$ cat config.mk
export PLATFORM = sky130hd
export DESIGN_NAME = ps2_device_emu_flat
export DESIGN_NICKNAME = d
export VERILOG_FILES = /design/src/rtl/ps2_dev_pkg.sv /design/src/rtl/ps2_device_emu_if.sv /design/src/rtl/ps2_line_sync.sv /design/src/rtl/ps2_device_emu.sv /design/src/flat_wrapper.sv
export SDC_FILE = /design/constraint.sdc
export NUM_CORES = 1
export LEC_CHECK = 0
export ABC_AREA = 1
export BUFFER_PORTS_ARGS = -buffer_cell sky130_fd_sc_hd__buf_4
export CAP_MARGIN = 30
export CORE_ASPECT_RATIO = 0.8
export CORE_UTILIZATION = 49
export CTS_CLUSTER_DIAMETER = 60
export DETAILED_ROUTE_END_ITERATION = 7
export PLACE_DENSITY_LB_ADDON = 0.08
export SETUP_SLACK_MARGIN = 0.1
export SKIP_LAST_GASP = 1
export SLEW_MARGIN = 0
export SYNTH_ARGS = -nofsm -noshare
export SYNTH_HDL_FRONTEND = slang
export SYNTH_SLANG_ARGS = --single-unit
$ cat constraint.sdc
create_clock -name clk -period 4.54 [get_ports clk]
set_input_delay 0.227 -clock clk [delete_from_list [all_inputs] [get_ports clk]]
set_output_delay 0.227 -clock clk [all_outputs]
set_load 0.03 [all_outputs]
$ cat src/rtl/ps2_dev_pkg.sv
// Shared types and helpers for the PS/2 device-side emulator.
// Holds the FSM state enum, frame sizes, ACK byte and odd-parity helper.
package ps2_dev_pkg;

  typedef enum logic [2:0] {
    IDLE,
    TX_BIT_HI,
    TX_BIT_LO,
    RX_WAIT,
    RX_BIT_HI,
    RX_BIT_LO,
    RX_ACK,
    GAP
  } state_t;

  localparam int FRAME_TX_BITS = 11;
  localparam int FRAME_RX_BITS = 10;
  localparam logic [7:0] ACK_BYTE = 8'hFA;

  // Cycles after releasing clock before the synced level can be trusted
  localparam int INH_GUARD = 3;

  function automatic logic odd_par(input logic [7:0] d);
    return ~^d;
  endfunction

endpackage

$ cat src/rtl/ps2_device_emu_if.sv
// User-side byte interface of the PS/2 device emulator.
// master = user logic, slave = emulator (tx/rx bytes, status).
interface ps2_device_emu_if;
  logic [7:0] tx_data;
  logic       tx_valid;
  logic       tx_ready;
  logic [7:0] rx_data;
  logic       rx_valid;
  logic       rx_err;
  logic       busy;

  modport master (
    output tx_data, tx_valid,
    input  tx_ready, rx_data, rx_valid, rx_err, busy
  );

  modport slave (
    input  tx_data, tx_valid,
    output tx_ready, rx_data, rx_valid, rx_err, busy
  );
endinterface

$ cat src/rtl/ps2_line_sync.sv
// Dual 2-flop synchronizer for the PS/2 clock and data pads.
// Ports: clk, rst_n, clk_in/dat_in raw pads, clk_s/dat_s synced levels.
module ps2_line_sync (
  input  logic clk,
  input  logic rst_n,
  input  logic clk_in,
  input  logic dat_in,
  output logic clk_s,
  output logic dat_s
);
  logic [1:0] c_q;
  logic [1:0] d_q;

  // Reset to 1: an idle (released) bus reads high
  always_ff @(posedge clk or negedge rst_n) begin
    if (!rst_n) begin
      c_q <= 2'b11;
      d_q <= 2'b11;
    end else begin
      c_q <= {c_q[0], clk_in};
      d_q <= {d_q[0], dat_in};
    end
  end

  assign clk_s = c_q[1];
  assign dat_s = d_q[1];
endmodule

$ cat src/rtl/ps2_device_emu.sv
// PS/2 device-side endpoint: generates PS/2 clock, sends bytes to the
// host and receives host command bytes with ACK.
// Ports: clk, resetn (async low), ps2_clk_in/ps2_data_in raw pads,
// ps2_clk_oe/ps2_data_oe open-collector pull-downs, bus (byte iface).
// Option: define PS2_DEV_AUTO_ACK_EN to answer each good RX with 8'hFA.
module ps2_device_emu
  import ps2_dev_pkg::*;
#(
  parameter int HALF_PERIOD_CYC = 2000,
  parameter int GAP_CYC         = 4000
) (
  input  logic clk,
  input  logic resetn,
  input  logic ps2_clk_in,
  input  logic ps2_data_in,
  output logic ps2_clk_oe,
  output logic ps2_data_oe,
  ps2_device_emu_if.slave bus
);
  localparam int HW = $clog2(HALF_PERIOD_CYC + 1);
  localparam int GW = $clog2(GAP_CYC + 1);
  localparam logic [HW-1:0] H_END = HW'(HALF_PERIOD_CYC - 1);
  localparam logic [HW-1:0] H_GRD = HW'(INH_GUARD);
  localparam logic [GW-1:0] G_END = GW'(GAP_CYC - 1);

`ifdef PS2_DEV_AUTO_ACK_EN
  localparam logic AUTO_ACK = 1'b1;
`else
  localparam logic AUTO_ACK = 1'b0;
`endif

  state_t        state;
  logic [HW-1:0] cnt;
  logic [GW-1:0] gcnt;
  logic [3:0]    bitc;
  logic [7:0]    tx_byte;
  logic          tx_pend;
  logic [9:0]    rx_sh;
  logic          up;
  logic          s_clk;
  logic          s_dat;
  logic [10:0]   frame;
  logic          tx_bit;
  logic          h_done;
  logic          rx_bad;

  ps2_line_sync u_sync (
    .clk    (clk),
    .rst_n  (resetn),
    .clk_in (ps2_clk_in),
    .dat_in (ps2_data_in),
    .clk_s  (s_clk),
    .dat_s  (s_dat)
  );

  assign frame  = {1'b1, odd_par(tx_byte), tx_byte, 1'b0};
  assign tx_bit = frame[bitc];
  assign h_done = (cnt == H_END);
  assign rx_bad = (rx_sh[8] != odd_par(rx_sh[7:0])) | ~rx_sh[9];

  // A pending (aborted or auto-ACK) byte blocks new user bytes
  assign bus.tx_ready = up & (state == IDLE) & s_clk & s_dat & ~tx_pend;
  assign bus.busy     = (state != IDLE);

  always_ff @(posedge clk or negedge resetn) begin
    if (!resetn) begin
      state        <= IDLE;
      cnt          <= '0;
      gcnt         <= '0;
      bitc         <= '0;
      tx_byte      <= '0;
      tx_pend      <= 1'b0;
      rx_sh        <= '0;
      up           <= 1'b0;
      ps2_clk_oe   <= 1'b0;
      ps2_data_oe  <= 1'b0;
      bus.rx_data  <= '0;
      bus.rx_valid <= 1'b0;
      bus.rx_err   <= 1'b0;
    end else begin
      up           <= 1'b1;
      bus.rx_valid <= 1'b0;
      cnt          <= cnt + HW'(1);
      gcnt         <= '0;
      // Pads follow the current state one cycle later
      ps2_clk_oe  <= (state == TX_BIT_LO) | (state == RX_BIT_LO) |
                     ((state == RX_ACK) & (bitc == 4'd10));
      ps2_data_oe <= (((state == TX_BIT_HI) | (state == TX_BIT_LO)) & ~tx_bit) |
                     (state == RX_ACK);
      unique case (state)
        IDLE: begin
          cnt  <= '0;
          bitc <= '0;
          if (s_clk && !s_dat) begin
            state <= RX_WAIT;
          end else if (s_clk && s_dat && tx_pend) begin
            state <= TX_BIT_HI;
          end else if (bus.tx_ready && bus.tx_valid) begin
            tx_byte <= bus.tx_data;
            tx_pend <= 1'b1;
            state   <= TX_BIT_HI;
          end
        end
        TX_BIT_HI: begin
          if (!s_clk && cnt >= H_GRD) begin
            // Host inhibit: before parity resend later, else done
            cnt  <= '0;
            bitc <= '0;
            if (bitc < 4'd9) begin
              state <= IDLE;
            end else begin
              tx_pend <= 1'b0;
              state   <= GAP;
            end
          end else if (h_done) begin
            cnt   <= '0;
            state <= TX_BIT_LO;
          end
        end
        TX_BIT_LO: begin
          if (h_done) begin
            cnt <= '0;
            if (bitc == 4'd10) begin
              bitc    <= '0;
              tx_pend <= 1'b0;
              state   <= GAP;
            end else begin
              bitc  <= bitc + 4'd1;
              state <= TX_BIT_HI;
            end
          end
        end
        RX_WAIT: begin
          if (h_done) begin
            cnt   <= '0;
            state <= RX_BIT_LO;
          end
        end
        RX_BIT_LO: begin
          if (h_done) begin
            cnt   <= '0;
            state <= RX_BIT_HI;
          end
        end
        RX_BIT_HI: begin
          if (h_done) begin
            cnt   <= '0;
            rx_sh <= {s_dat, rx_sh[9:1]};
            bitc  <= bitc + 4'd1;
            state <= (bitc == 4'd9) ? RX_ACK : RX_BIT_LO;
          end
        end
        RX_ACK: begin
          // bitc 10: clock-low half, then wraps to 0 for the high half
          if (h_done) begin
            cnt <= '0;
            if (bitc == 4'd10) begin
              bitc <= '0;
            end else begin
              state        <= GAP;
              bus.rx_valid <= 1'b1;
              bus.rx_data  <= rx_sh[7:0];
              bus.rx_err   <= rx_bad;
              if (AUTO_ACK && !rx_bad) begin
                tx_byte <= ACK_BYTE;
                tx_pend <= 1'b1;
              end
            end
          end
        end
        GAP: begin
          cnt  <= '0;
          gcnt <= gcnt + GW'(1);
          if (gcnt == G_END) begin
            state <= IDLE;
          end
        end
      endcase
    end
  end
endmodule
$ cat src/flat_wrapper.sv
// flat-port wrapper written by rule: the top's interface ports become plain ports
module ps2_device_emu_flat import ps2_dev_pkg::*;
#(
  parameter int HALF_PERIOD_CYC = 2000,
  parameter int GAP_CYC         = 4000
)
  (clk, resetn, ps2_clk_in, ps2_data_in, ps2_clk_oe, ps2_data_oe, bus_tx_data, bus_tx_valid, bus_tx_ready, bus_rx_data, bus_rx_valid, bus_rx_err, bus_busy);
  ps2_device_emu_if bus_i ();
  input  logic clk;
  input  logic resetn;
  input  logic ps2_clk_in;
  input  logic ps2_data_in;
  output logic ps2_clk_oe;
  output logic ps2_data_oe;
  input wire logic [$bits(bus_i.tx_data)-1:0] bus_tx_data;
  input wire logic [$bits(bus_i.tx_valid)-1:0] bus_tx_valid;
  output wire logic [$bits(bus_i.tx_ready)-1:0] bus_tx_ready;
  output wire logic [$bits(bus_i.rx_data)-1:0] bus_rx_data;
  output wire logic [$bits(bus_i.rx_valid)-1:0] bus_rx_valid;
  output wire logic [$bits(bus_i.rx_err)-1:0] bus_rx_err;
  output wire logic [$bits(bus_i.busy)-1:0] bus_busy;
  assign bus_i.tx_data = bus_tx_data;
  assign bus_i.tx_valid = bus_tx_valid;
  assign bus_tx_ready = bus_i.tx_ready;
  assign bus_rx_data = bus_i.rx_data;
  assign bus_rx_valid = bus_i.rx_valid;
  assign bus_rx_err = bus_i.rx_err;
  assign bus_busy = bus_i.busy;
  ps2_device_emu #(.HALF_PERIOD_CYC(HALF_PERIOD_CYC), .GAP_CYC(GAP_CYC)) u_core (.clk(clk), .resetn(resetn), .ps2_clk_in(ps2_clk_in), .ps2_data_in(ps2_data_in), .ps2_clk_oe(ps2_clk_oe), .ps2_data_oe(ps2_data_oe), .bus(bus_i));
endmodule
==> results of run 1 <==
final timing paths:
check                                                    start                        endpoint  slack, ps  depth (start not counted)
worst max-delay path               u_core.state[0]$_DFFE_PN0P_     u_core.state[0]$_DFFE_PN0P_       2210                          9
worst min-delay path                                    resetn        u_core.gcnt[5]$_DFF_PN0_        -20                          1
worst max register to register     u_core.state[0]$_DFFE_PN0P_     u_core.state[0]$_DFFE_PN0P_       2210                          9
worst min register to register  u_core.u_sync.c_q[0]$_DFF_PN1_  u_core.u_sync.c_q[1]$_DFF_PN1_        340                          0
max in group asynchronous                               resetn      u_core.bitc[1]$_DFFE_PN0P_       4000                          1
min in group clk                                bus_tx_data[4]   u_core.tx_byte[4]$_DFFE_PN0P_        120                          3
layer usage:
layer / global-route usage [%] / up-vias
li1: - / 1479
met5: 0 / -
met1: 27.9 / 1289
met4: 6.27 / 0
met3: 6.04 / 7
met2: 31.3 / 49
flip-flops by register name, summed over array words and instances, names as in the netlist, 3 cells and up:
register / flops
u_core.cnt: 11
u_core.state: 3
u_core.gcnt: 12
u_core.bitc: 4
u_core.tx_byte: 8
u_core.rx_sh: 10
u_core.bus.rx_data: 8
area by class of cell:
class / instances / area [um2] / share of cell area, %
clock inverters: 5 / 30.0 / 0.754
multi-input cells: 321 / 1630 / 40.9
flip-flops and latches: 66 / 1660 / 41.6
clock buffers: 11 / 141 / 3.55
repair buffers: 28 / 215 / 5.41
well taps: 87 / 109 / 2.73
inverters: 53 / 201 / 5.06
per-stage QoR:
stage	std cells	cell area, um2	setup slack [ps]	total power, uW
final	571	3980	2210	1850
after detailed placement	553	3790	2240	1430
after CTS	571	3980	2220	1860
after floorplan	448	3540	2760	1290
after global placement	553	3790	2370	1410
after global routing	571	3980	1950	2000
power breakdown:
group          internal, uW  switching, uW  total (uW)
clock                   210            219         429
sequential              670           98.4         769
combinational           227            424         651
total                  1110            741        1850
logic make-up (layout without fill, tap and decap cells):
group	after synthesis	count (layout)	share of synthesized area, %
AOI/OAI and AO/OA	71	71	11.3
other	1	1	0.106
buffers and inverters	61	97	7.18
adders and majority gates	6	6	2.12
and+or+nand+nor	231	231	29.5
xor gates and xnor gates	12	12	2.97
DFF	66	66	46.8
placed cells by master (no fill, tap or decap), drive strengths merged:
cell type / netlist / layout
nor4: 1 / 1
xor2: 7 / 7
dlygate4sd3: 0 / 2
nand4: 2 / 2
dfstp: 4 / 4
conb: 1 / 1
and2: 1 / 1
or2: 1 / 1
buf: 6 / 26
nand2: 140 / 140
xnor2: 5 / 5
clkinvlp: 0 / 2
dfrtp: 62 / 62
a21oi: 30 / 30
o21ai: 38 / 38
nor2: 47 / 47
nor3b: 1 / 1
a21boi: 1 / 1
nand3: 27 / 27
clkbuf: 2 / 11
o211ai: 1 / 1
a22oi: 1 / 1
ha: 6 / 6
nor3: 11 / 11
inv: 53 / 53
clkinv: 0 / 3
what timing repair did:
action / 4_1_cts / 5_1_grt
gates resized for setup: 0 / 0
buffers inserted: 0 / 0
hold buffers: 2 / 0
hold endpoints to repair: 2 / 0
==> out/results.tsv, run 1 <==
stage	metric	value	unit
timing	Setup violations, final	0	
setup_path	CP max stage delay	620	ps
yosys	top cells by area, synth	dfrtp_1 (44%), nand2_1 (14%), inv_1 (5.2%)	
finish	Layout Nets	498	
setup_path	crit-path most repeated cell	nand2_1	
drt	via/cell ratio	4.95	
clocking	root buffer cell	clkbuf_8	
timing	Worst Tran Pin Value	825	ps
timing	hold slack	-21.0	ps
setup_path	Max stage delay cell, worst path	dfrtp_1	
setup_path	crit path DAT	2560	ps
run_status	failing checks	negative hold slack	
setup_path	required time of the worst setup path	4770	ps
drt	WL met2	2.87	mm
drt	post-route DRC violation count	0	
clocking	CTS Sinks	66	
setup_path	WS Path Type	reg -> reg	
drt	Routed met1 length	3.50	mm
flow_run	max-cap violations	0	
global_routing	pin count of the biggest net entering global routing	67	
yosys	synthesized cell area	0.00354	mm2
yosys	Synth area leader	dfrtp_1	
timing	Tcrit/Tclk final	51.4	%
placed_design	Placer Congestion	0.811	
die	floorplan core area	0.00693	mm2
yosys	Post-Syn Nets	467	
drt	via count	2824	
setup_path	CP Cell Sequence	nand2_1 > nor2_1 > inv_1 > nand2_1 > nand2_1 > nand2_2 > nand2_1 > nand2_1 > nand2_1	
finish	antenna diode count	0	
die	Die Span Y	78.0	um
pwr	P per Cell Area	464	mW/mm2
yosys	sequential share of the synthesized area	46.8	%
yosys	most frequent cell after synthesis	nand2_1	
global_routing	initial antenna violation count	0	
finish	layout cell share with drive strength beyond 1	16.1	%
timing	Final min period	2330	ps
global_routing	total grt overflow	0	
timing	fmax	429	MHz
timing	Fin Clk Skew	13.5	ps
min_path	worst min-delay path category	in -> async	
timing	Slew HR	45.0	%
clocking	Worst-Skew Late Latency	340	ps
setup_path	CP endpoint kind	flip-flop	
yosys	Seq cells post-synth	66	
clocking	maximum buffer depth of the clock tree	2	
die	Ports	27	
drt	DR WL met3	250	um
setup_path	CP Launch Type	flip-flop	
timing	final hold violations	29	
die	Initial Util	51.1	%
timing	Slew Limit Fails	0	
placed_design	PortBufs	26	
run_status	status	finished with violations	
yosys	top-area cell type share of the netlist area	43.9	%
setup_path	worst path bufs/invs	1	
drt	initial DRC count	108	
yosys	synth cell count leaders	nand2_1 (135), dfrtp_1 (62), inv_1 (49)	
drt	Routed Antenna Nets	0	
die	# rows	27	
die	Die Footprint	0.00756	mm2
yosys	Post-synth EDFFs	0	
clocking	CTS tree	built	
finish	Area growth syn-to-layout	12.5	%
timing	RSZ-0062 raised after global routing	false	
finish	final core utilization	57.5	%
yosys	prevailing post-synth register cell	dfrtp_1	
clocking	TritonCTS Buffers	9	
global_routing	total track usage	20.4	%
setup_path	Max FO, Critical Path	14	
clocking	Worst-path clk slew	70	ps
drt	DRT Pass-1 Iters	4	
global_routing	vias in the first global route	2705	
clocking	H-tree Lvls	3	
pwr	Pleak	0.00196	uW
global_routing	first-pass GRT wire length	12.3	mm
die	Die Wd	97.0	um
pwr	Max IR drop VDD	0.000256	V
yosys	Synth Warn #	0	
yosys	Synth cell types	38	
drt	Wirelength per Cell	11.7	um
drt	Top Metal Used	met4	
yosys	cells after synthesis	448	
finish	Fill cells	627	
placed_design	post-DP HPWL	4.68	mm
setup_path	CP top delay family	simple AND/OR/NAND/NOR gates	
timing	Post-Route Setup TNS	0	ps
yosys	post-synthesis async set-or-reset flop share	100	%
yosys	Mapped Avg Cell Area	7.90	um2
drt	Routed WL	6.71	mm
No activity file was read; power rests on OpenSTA's default activity.
==> run 2, diff against run 1 <==
Clock period 4.54 ns to 2.4 ns, I/O delays scaled along.
==> run 2 against run 1 <==
Effect of this change:
- the run now ends clean
- total power is 95% higher
- first-iteration DRC count is 56% higher
- sequential power increased by 89%
- via count up 1.2%
- fmax rose by 19%
- final cell count up 0.35%
- flip-flop and latch count unchanged
==> out/results.tsv, run 2 (synthesized netlist as in run 1, its figures left out) <==
stage	metric	value	unit	change
clocking	CTS tree	built		
pwr	Switching Share	39.4	%	-0.69 points
drt	via/cell ratio	4.99		+0.85%
timing	Fin Clk Skew	9.45	ps	-4.04 ps
timing	Post-Route Setup TNS	0	ps	unchanged
drt	Wirelength per Cell	12.0	um	+2.3%
setup_path	Max stage delay cell, worst path	dfrtp_1		
setup_path	R2R cell count	10		+1
pwr	Net Switching	1420	uW	+92%
clocking	Post-CTS Setup Repair Bufs	0		unchanged
die	Ports	27		unchanged
finish	layout cell share with drive strength beyond 1	16.3	%	+0.14 points
finish	Fill cells	629		+0.32%
clocking	Worst-Skew Late Latency	350	ps	about the same
setup_path	crit-path most repeated cell	nand2_1		
setup_path	Max FO, Critical Path	9		-5
setup_path	required time of the worst setup path	2640	ps	-2130 ps
timing	Slew Limit Fails	0		unchanged
timing	fmax	510	MHz	+19%
pwr	Pleak	0.00197	uW	+0.87%
die	Die Span Y	78.0	um	unchanged
finish	Largest regs	u_core.gcnt x12, u_core.cnt x11, u_core.rx_sh x10		
drt	post-route DRC violation count	0		unchanged
pwr	Comb pwr share	34.1	%	-1.1 points
placed_design	dpl cells	554		+0.18%
finish	area of the multi-input gates	0.00163	mm2	unchanged
pwr	sequential share of power	40.2	%	-1.4 points
timing	Final min period	1960	ps	-370 ps
die	# rows	27		unchanged
clocking	cts repair resizes	0		unchanged
timing	Setup violations, final	0		unchanged
global_routing	pin count of the biggest net entering global routing	67		unchanged
placed_design	post-DP HPWL	4.90	mm	+4.8%
drt	initial DRC count	169		+56%
drt	Routed WL	6.89	mm	+2.7%
global_routing	total grt overflow	0		unchanged
finish	Area growth syn-to-layout	13.7	%	
run_status	status	finished clean		
pwr	clock network power share	25.7	%	+2.5 points
drt	DRT Pass-1 Iters	5		+1
min_path	hold path cells	3		
setup_path	CP top delay family	simple AND/OR/NAND/NOR gates		
global_routing	initial antenna violation count	0		unchanged
clocking	H-tree Lvls	3		unchanged
finish	most common cell after layout, fill and taps aside	nand2_1		
min_path	Hold Crit Start	bus_tx_data[2]		
placed_design	PortBufs	26		unchanged
min_path	worst min-delay path category	in -> reg		
drt	Routed Antenna Nets	0		unchanged
clocking	CTS Sinks	66		unchanged
setup_path	CP Cell Sequence	inv_1 > ha_1 > nand2_1 > inv_1 > nand2_1 > nand2_1 > a21oi_2 > nand2_1 > nand2_1 > nand2_1		
finish	antenna diode count	0		unchanged
finish	Largest Register	u_core.gcnt		
timing	RSZ-0062 raised after global routing	false		
pwr	Max IR drop VDD	0.000372	V	+45%
setup_path	worst path bufs/invs	2		+1
setup_path	CP max stage delay	480	ps	-140 ps
setup_path	Worst R2R Setup Slack	440	ps	-1770 ps
timing	Slew HR	43.5	%	-1.5 points
pwr	P per Cell Area	896	mW/mm2	+93%
die	Initial Util	51.1	%	unchanged
setup_path	WS Path Type	reg -> reg		
drt	via count	2858		+1.2%
min_path	hold endpoint	u_core.tx_byte[2]$_DFFE_PN0P_		
setup_path	crit path DAT	2200	ps	-360 ps
finish	Final Non-Filler Cells	573		+0.35%
clocking	CTS Hold Bufs	3		+1
finish	max FFs per register	12		unchanged
die	Die Footprint	0.00756	mm2	unchanged
finish	most frequent cells in the layout	nand2_1 (135), dfrtp_1 (62), inv_1 (49), nor2_1 (42), o21ai_0 (33)		
pwr	P_int	2180	uW	+97%
timing	Worst Tran Pin Value	848	ps	+23.1 ps
setup_path	CP endpoint kind	flip-flop		
finish	Layout Nets	500		+0.40%
flow_run	max-cap violations	0		unchanged
clocking	TritonCTS Buffers	9		unchanged
die	Die Wd	97.0	um	unchanged
clocking	root buffer cell	clkbuf_8		
timing	final hold violations	0		-100%
die	floorplan core area	0.00693	mm2	unchanged
global_routing	first-pass GRT wire length	12.4	mm	+1.2%
global_routing	total track usage	20.3	%	-0.091 points
clocking	maximum buffer depth of the clock tree	2		unchanged
global_routing	vias in the first global route	2761		+2.1%
setup_path	R2R Path Start	u_core.bitc[0]$_DFFE_PN0P_		
finish	FF+latch area	0.00166	mm2	unchanged
setup_path	R2R Path End	u_core.state[0]$_DFFE_PN0P_		
setup_path	CP Launch Type	flip-flop		
clocking	Worst-path clk slew	70	ps	about the same
timing	Tcrit/Tclk final	81.7	%	+30 points
placed_design	Placer Congestion	0.823		+1.5%
[run 2: changes by cell type in the layout (fill, tap and decap cells not counted)]
cell / before / now
buf_4: 26 / 27
bufinv_16: 0 / 1
clkbuf_8: 10 / 9
clkinv_2: 3 / 1
clkinv_4: 0 / 2
dlygate4sd3_1: 2 / 3
[run 2: power by group through the flow]
stage | Clock, uW | Combinational [uW] | Sequential (uW)
final | 924 | 1230 | 1450
after global routing | 993 | 1410 | 1480
after CTS | 958 | 1240 | 1450
after detailed placement | 0 | 1230 | 1470
after global placement | 0 | 1210 | 1470
after floorplan | 0 | 1000 | 1440
[run 2: routing by layer]
metal	global-route usage [%]	wire, um	part of all wire, %	vias to the layer above
li1	-	-	-	1487
met1	28.0	3440	50	1305
met2	32.1	3060	44	57
met3	4.59	299	4.3	9
met4	6.27	91	1.3	0
met5	0	0	0	-
[run 2: cell type report]
class                           count  share of cell area [%]
Inverter                           53                    5.01
Timing Repair Buffer               30                    5.79
Tap cell                           87                    2.71
Sequential cell                    66                    41.2
Clock inverter                      6                    1.68
Clock buffer                       10                    3.17
Multi-Input combinational cell    321                    40.4
[run 2: stage by stage]
stage / total power (uW) / hold slack (ps) / setup WS (ps) / utilization, % / instance area (um2)
2_1_floorplan: 2440 / -176 / 618 / - / 3540
5_1_grt: 3880 / 5.54 / 213 / 58.1 / 4020
3_5_place_dp: 2690 / 230 / 458 / 54.8 / 3800
3_3_place_gp: 2680 / 228 / 454 / 54.8 / 3800
6_report: 3600 / 14.8 / 438 / 58.1 / 4020
4_1_cts: 3640 / 1.27 / 439 / 58.1 / 4020
[run 2: how the worst max path moves through the flow]
stage / from / to / cells after the start
5_1_grt: u_core.bitc[0]$_DFFE_PN0P_ / u_core.state[0]$_DFFE_PN0P_ / 10
6_report: u_core.bitc[0]$_DFFE_PN0P_ / u_core.state[0]$_DFFE_PN0P_ / 10
4_1_cts: u_core.bitc[0]$_DFFE_PN0P_ / u_core.state[0]$_DFFE_PN0P_ / 10
3_5_place_dp: u_core.bitc[0]$_DFFE_PN0P_ / u_core.state[0]$_DFFE_PN0P_ / 10
3_3_place_gp: u_core.bitc[0]$_DFFE_PN0P_ / u_core.state[0]$_DFFE_PN0P_ / 10
2_1_floorplan: u_core.state[1]$_DFFE_PN0P_ / u_core.tx_byte[6]$_DFFE_PN0P_ / 9
[run 2: worst min-delay path: stages]
cell and delay [ps]:
buf_4 70, nor2_1 40, a21oi_2 80
==> run 3, diff against run 2 <==
Clock period 2.4 ns to 2 ns, I/O delays scaled along.
==> run 3 against run 2 <==
Effect of this change:
- non-clock buffer count grew 13
- setup slack lost 160 ps
- final cell count rose by 2.3%
- largest power group unchanged
- critical path type unchanged
- total power up 21%
- critical endpoint unchanged
- first-iteration DRC count is 17% lower
- via count is 0.31% higher
- largest cell class unchanged
- flip-flop and latch count unchanged
- global-route usage rose by 0.12 points
- clock skew is 2.0 ps lower
==> out/results.tsv, run 3 (synthesized netlist as in run 1, its figures left out) <==
stage	metric	value	unit	change
drt	via count	2867		+0.31%
finish	Final Non-Filler Cells	586		+2.3%
finish	area of the multi-input gates	0.00164	mm2	+0.77%
finish	FF+latch area	0.00166	mm2	about the same
finish	layout cell share with drive strength beyond 1	17.4	%	+1.2 points
placed_design	PortBufs	26		unchanged
clocking	CTS tree	built		
clocking	maximum buffer depth of the clock tree	2		unchanged
finish	most frequent cells in the layout	nand2_1 (134), dfrtp_1 (61), inv_1 (49), nor2_1 (42)		
timing	Fin Clk Skew	7.42	ps	-2.03 ps
placed_design	dpl cells	556		+0.36%
timing	fmax	580	MHz	+14%
global_routing	first-pass GRT wire length	12.3	mm	-0.72%
timing	Post-Route Setup TNS	0	ps	unchanged
finish	Largest Register	u_core.gcnt		
setup_path	CP Cell Sequence	inv_1 > ha_1 > nand2_2 > inv_1 > nand2_1 > nand2_1 > a21oi_2 > nand2_1 > nand2_1 > nand2_1		
clocking	TritonCTS Buffers	9		unchanged
die	Initial Util	51.1	%	unchanged
finish	final core utilization	59.9	%	+1.9 points
placed_design	Placer Congestion	0.850		+3.2%
die	Die Wd	97.0	um	unchanged
drt	Wirelength per Cell	11.6	um	-3.2%
die	Die Footprint	0.00756	mm2	unchanged
die	Die Span Y	78.0	um	unchanged
drt	initial DRC count	141		-17%
finish	max FFs per register	12		unchanged
clocking	CTS Sinks	66		unchanged
setup_path	Worst R2R Setup Slack	280	ps	-160 ps
min_path	worst min-delay path category	in -> reg		
clocking	H-tree Lvls	3		unchanged
setup_path	Max stage delay cell, worst path	dfrtp_2		
clocking	Worst-Skew Late Latency	340	ps	about the same
timing	Setup violations, final	0		unchanged
global_routing	total track usage	20.5	%	+0.12 points
setup_path	Max FO, Critical Path	9		unchanged
global_routing	routing usage on met2	31.3	%	-0.77 points
drt	post-route DRC violation count	0		unchanged
drt	Routed Antenna Nets	0		unchanged
finish	Largest regs	u_core.gcnt x12, u_core.cnt x11, u_core.rx_sh x10		
flow_run	max-cap violations	0		unchanged
timing	Slew Limit Fails	0		unchanged
global_routing	initial antenna violation count	0		unchanged
finish	most common cell after layout, fill and taps aside	nand2_1		
timing	final hold violations	0		unchanged
finish	Layout Nets	513		+2.6%
setup_path	crit path DAT	1960	ps	-240 ps
timing	Worst Tran Pin Value	818	ps	-29.9 ps
timing	Final min period	1720	ps	-237 ps
pwr	Max IR drop VDD	0.000465	V	+25%
setup_path	crit-path most repeated cell	nand2_1		
drt	via/cell ratio	4.89		-1.9%
timing	Slew HR	45.5	%	+2.0 points
drt	DRT Pass-1 Iters	4		-1
global_routing	Most Crowded Layer GR	met2		
placed_design	Area after DPL	0.00381	mm2	+0.40%
global_routing	M3 GR Usage	5.23	%	+0.63 points
timing	RSZ-0062 raised after global routing	false		
setup_path	CP endpoint kind	flip-flop		
pwr	Pleak	0.00202	uW	+2.5%
finish	Area growth syn-to-layout	17.3	%	
setup_path	required time of the worst setup path	2230	ps	-410 ps
clocking	root buffer cell	clkbuf_8		
global_routing	vias in the first global route	2722		-1.4%
setup_path	CP Launch Type	flip-flop		
setup_path	WS Path Type	reg -> reg		
drt	Routed WL	6.82	mm	-0.99%
global_routing	met1 Usage GRT	28.2	%	+0.27 points
global_routing	total grt overflow	0		unchanged
finish	Fill cells	602		-4.3%
die	floorplan core area	0.00693	mm2	unchanged
finish	fin area	0.00415	mm2	+3.2%
die	# rows	27		unchanged
run_status	status	finished clean		
clocking	Worst-path clk slew	70	ps	about the same
die	Ports	27		unchanged
timing	Tcrit/Tclk final	86.2	%	+4.5 points
setup_path	CP max stage delay	430	ps	-50 ps
global_routing	pin count of the biggest net entering global routing	67		unchanged
placed_design	post-DP HPWL	4.83	mm	-1.4%
pwr	Design Power	4370	uW	+21%
finish	antenna diode count	0		unchanged
pwr	P per Cell Area	1050	mW/mm2	+18%
## run 3: worst max-delay path: cells and delay by family, from the launching register on
kind / cells / cell delay (ps)
and+or+nand+nor: 6 / 530
DFF: 1 / 430
buffers and inverters: 2 / 230
adders and majority gates: 1 / 250
AOI/OAI and AO/OA: 1 / 170
## run 3: path summary, 6_finish.rpt
check                                                    start                             end  cells after the start
worst max-delay path                u_core.bitc[0]$_DFFE_PN0P_     u_core.state[0]$_DFFE_PN0P_                     10
worst min-delay path                            bus_tx_data[0]   u_core.tx_byte[0]$_DFFE_PN0P_                      3
worst max register to register      u_core.bitc[0]$_DFFE_PN0P_     u_core.state[0]$_DFFE_PN0P_                     10
worst min register to register  u_core.u_sync.d_q[0]$_DFF_PN1_  u_core.u_sync.d_q[1]$_DFF_PN1_                      0
max in group asynchronous                               resetn      u_core.bitc[0]$_DFFE_PN0P_                      2
min in group asynchronous                               resetn        u_core.gcnt[4]$_DFF_PN0_                      2
## run 3: area by class of cell
type	count	area share (%)
Timing Repair Buffer	43	8.38
Inverter	53	4.85
Multi-Input combinational cell	321	39.5
Tap cell	87	2.62
Sequential cell	66	39.9
Clock buffer	11	3.41
Clock inverter	5	1.30
## run 3: timing repair
item,4_1_cts,5_1_grt
hold buffers,10,0
setup endpoints to repair,0,11
setup buffers,0,4
gates resized for setup,0,4
hold endpoints to repair,71,0
## run 3: metrics by stage
stage	setup WS (ps)	hold slack, ps
2_1_floorplan	218	-196
3_3_place_gp	219	208
3_5_place_dp	149	209
4_1_cts	126	5.56
5_1_grt	108	5.41
6_report	275	11.6
## run 3: layer usage
metal | part of all wire, % | up-vias
li1 | - | 1516
met1 | 51 | 1301
met2 | 44 | 42
met3 | 4.2 | 8
met4 | 1.2 | 0
met5 | 0 | -
## run 3: power breakdown
part | leakage, uW | switching (uW) | internal [uW]
Clock | 0.000103 | 505 | 605
Combinational | 0.00105 | 972 | 546
Sequential | 0.000866 | 223 | 1520
Total | 0.00202 | 1700 | 2670
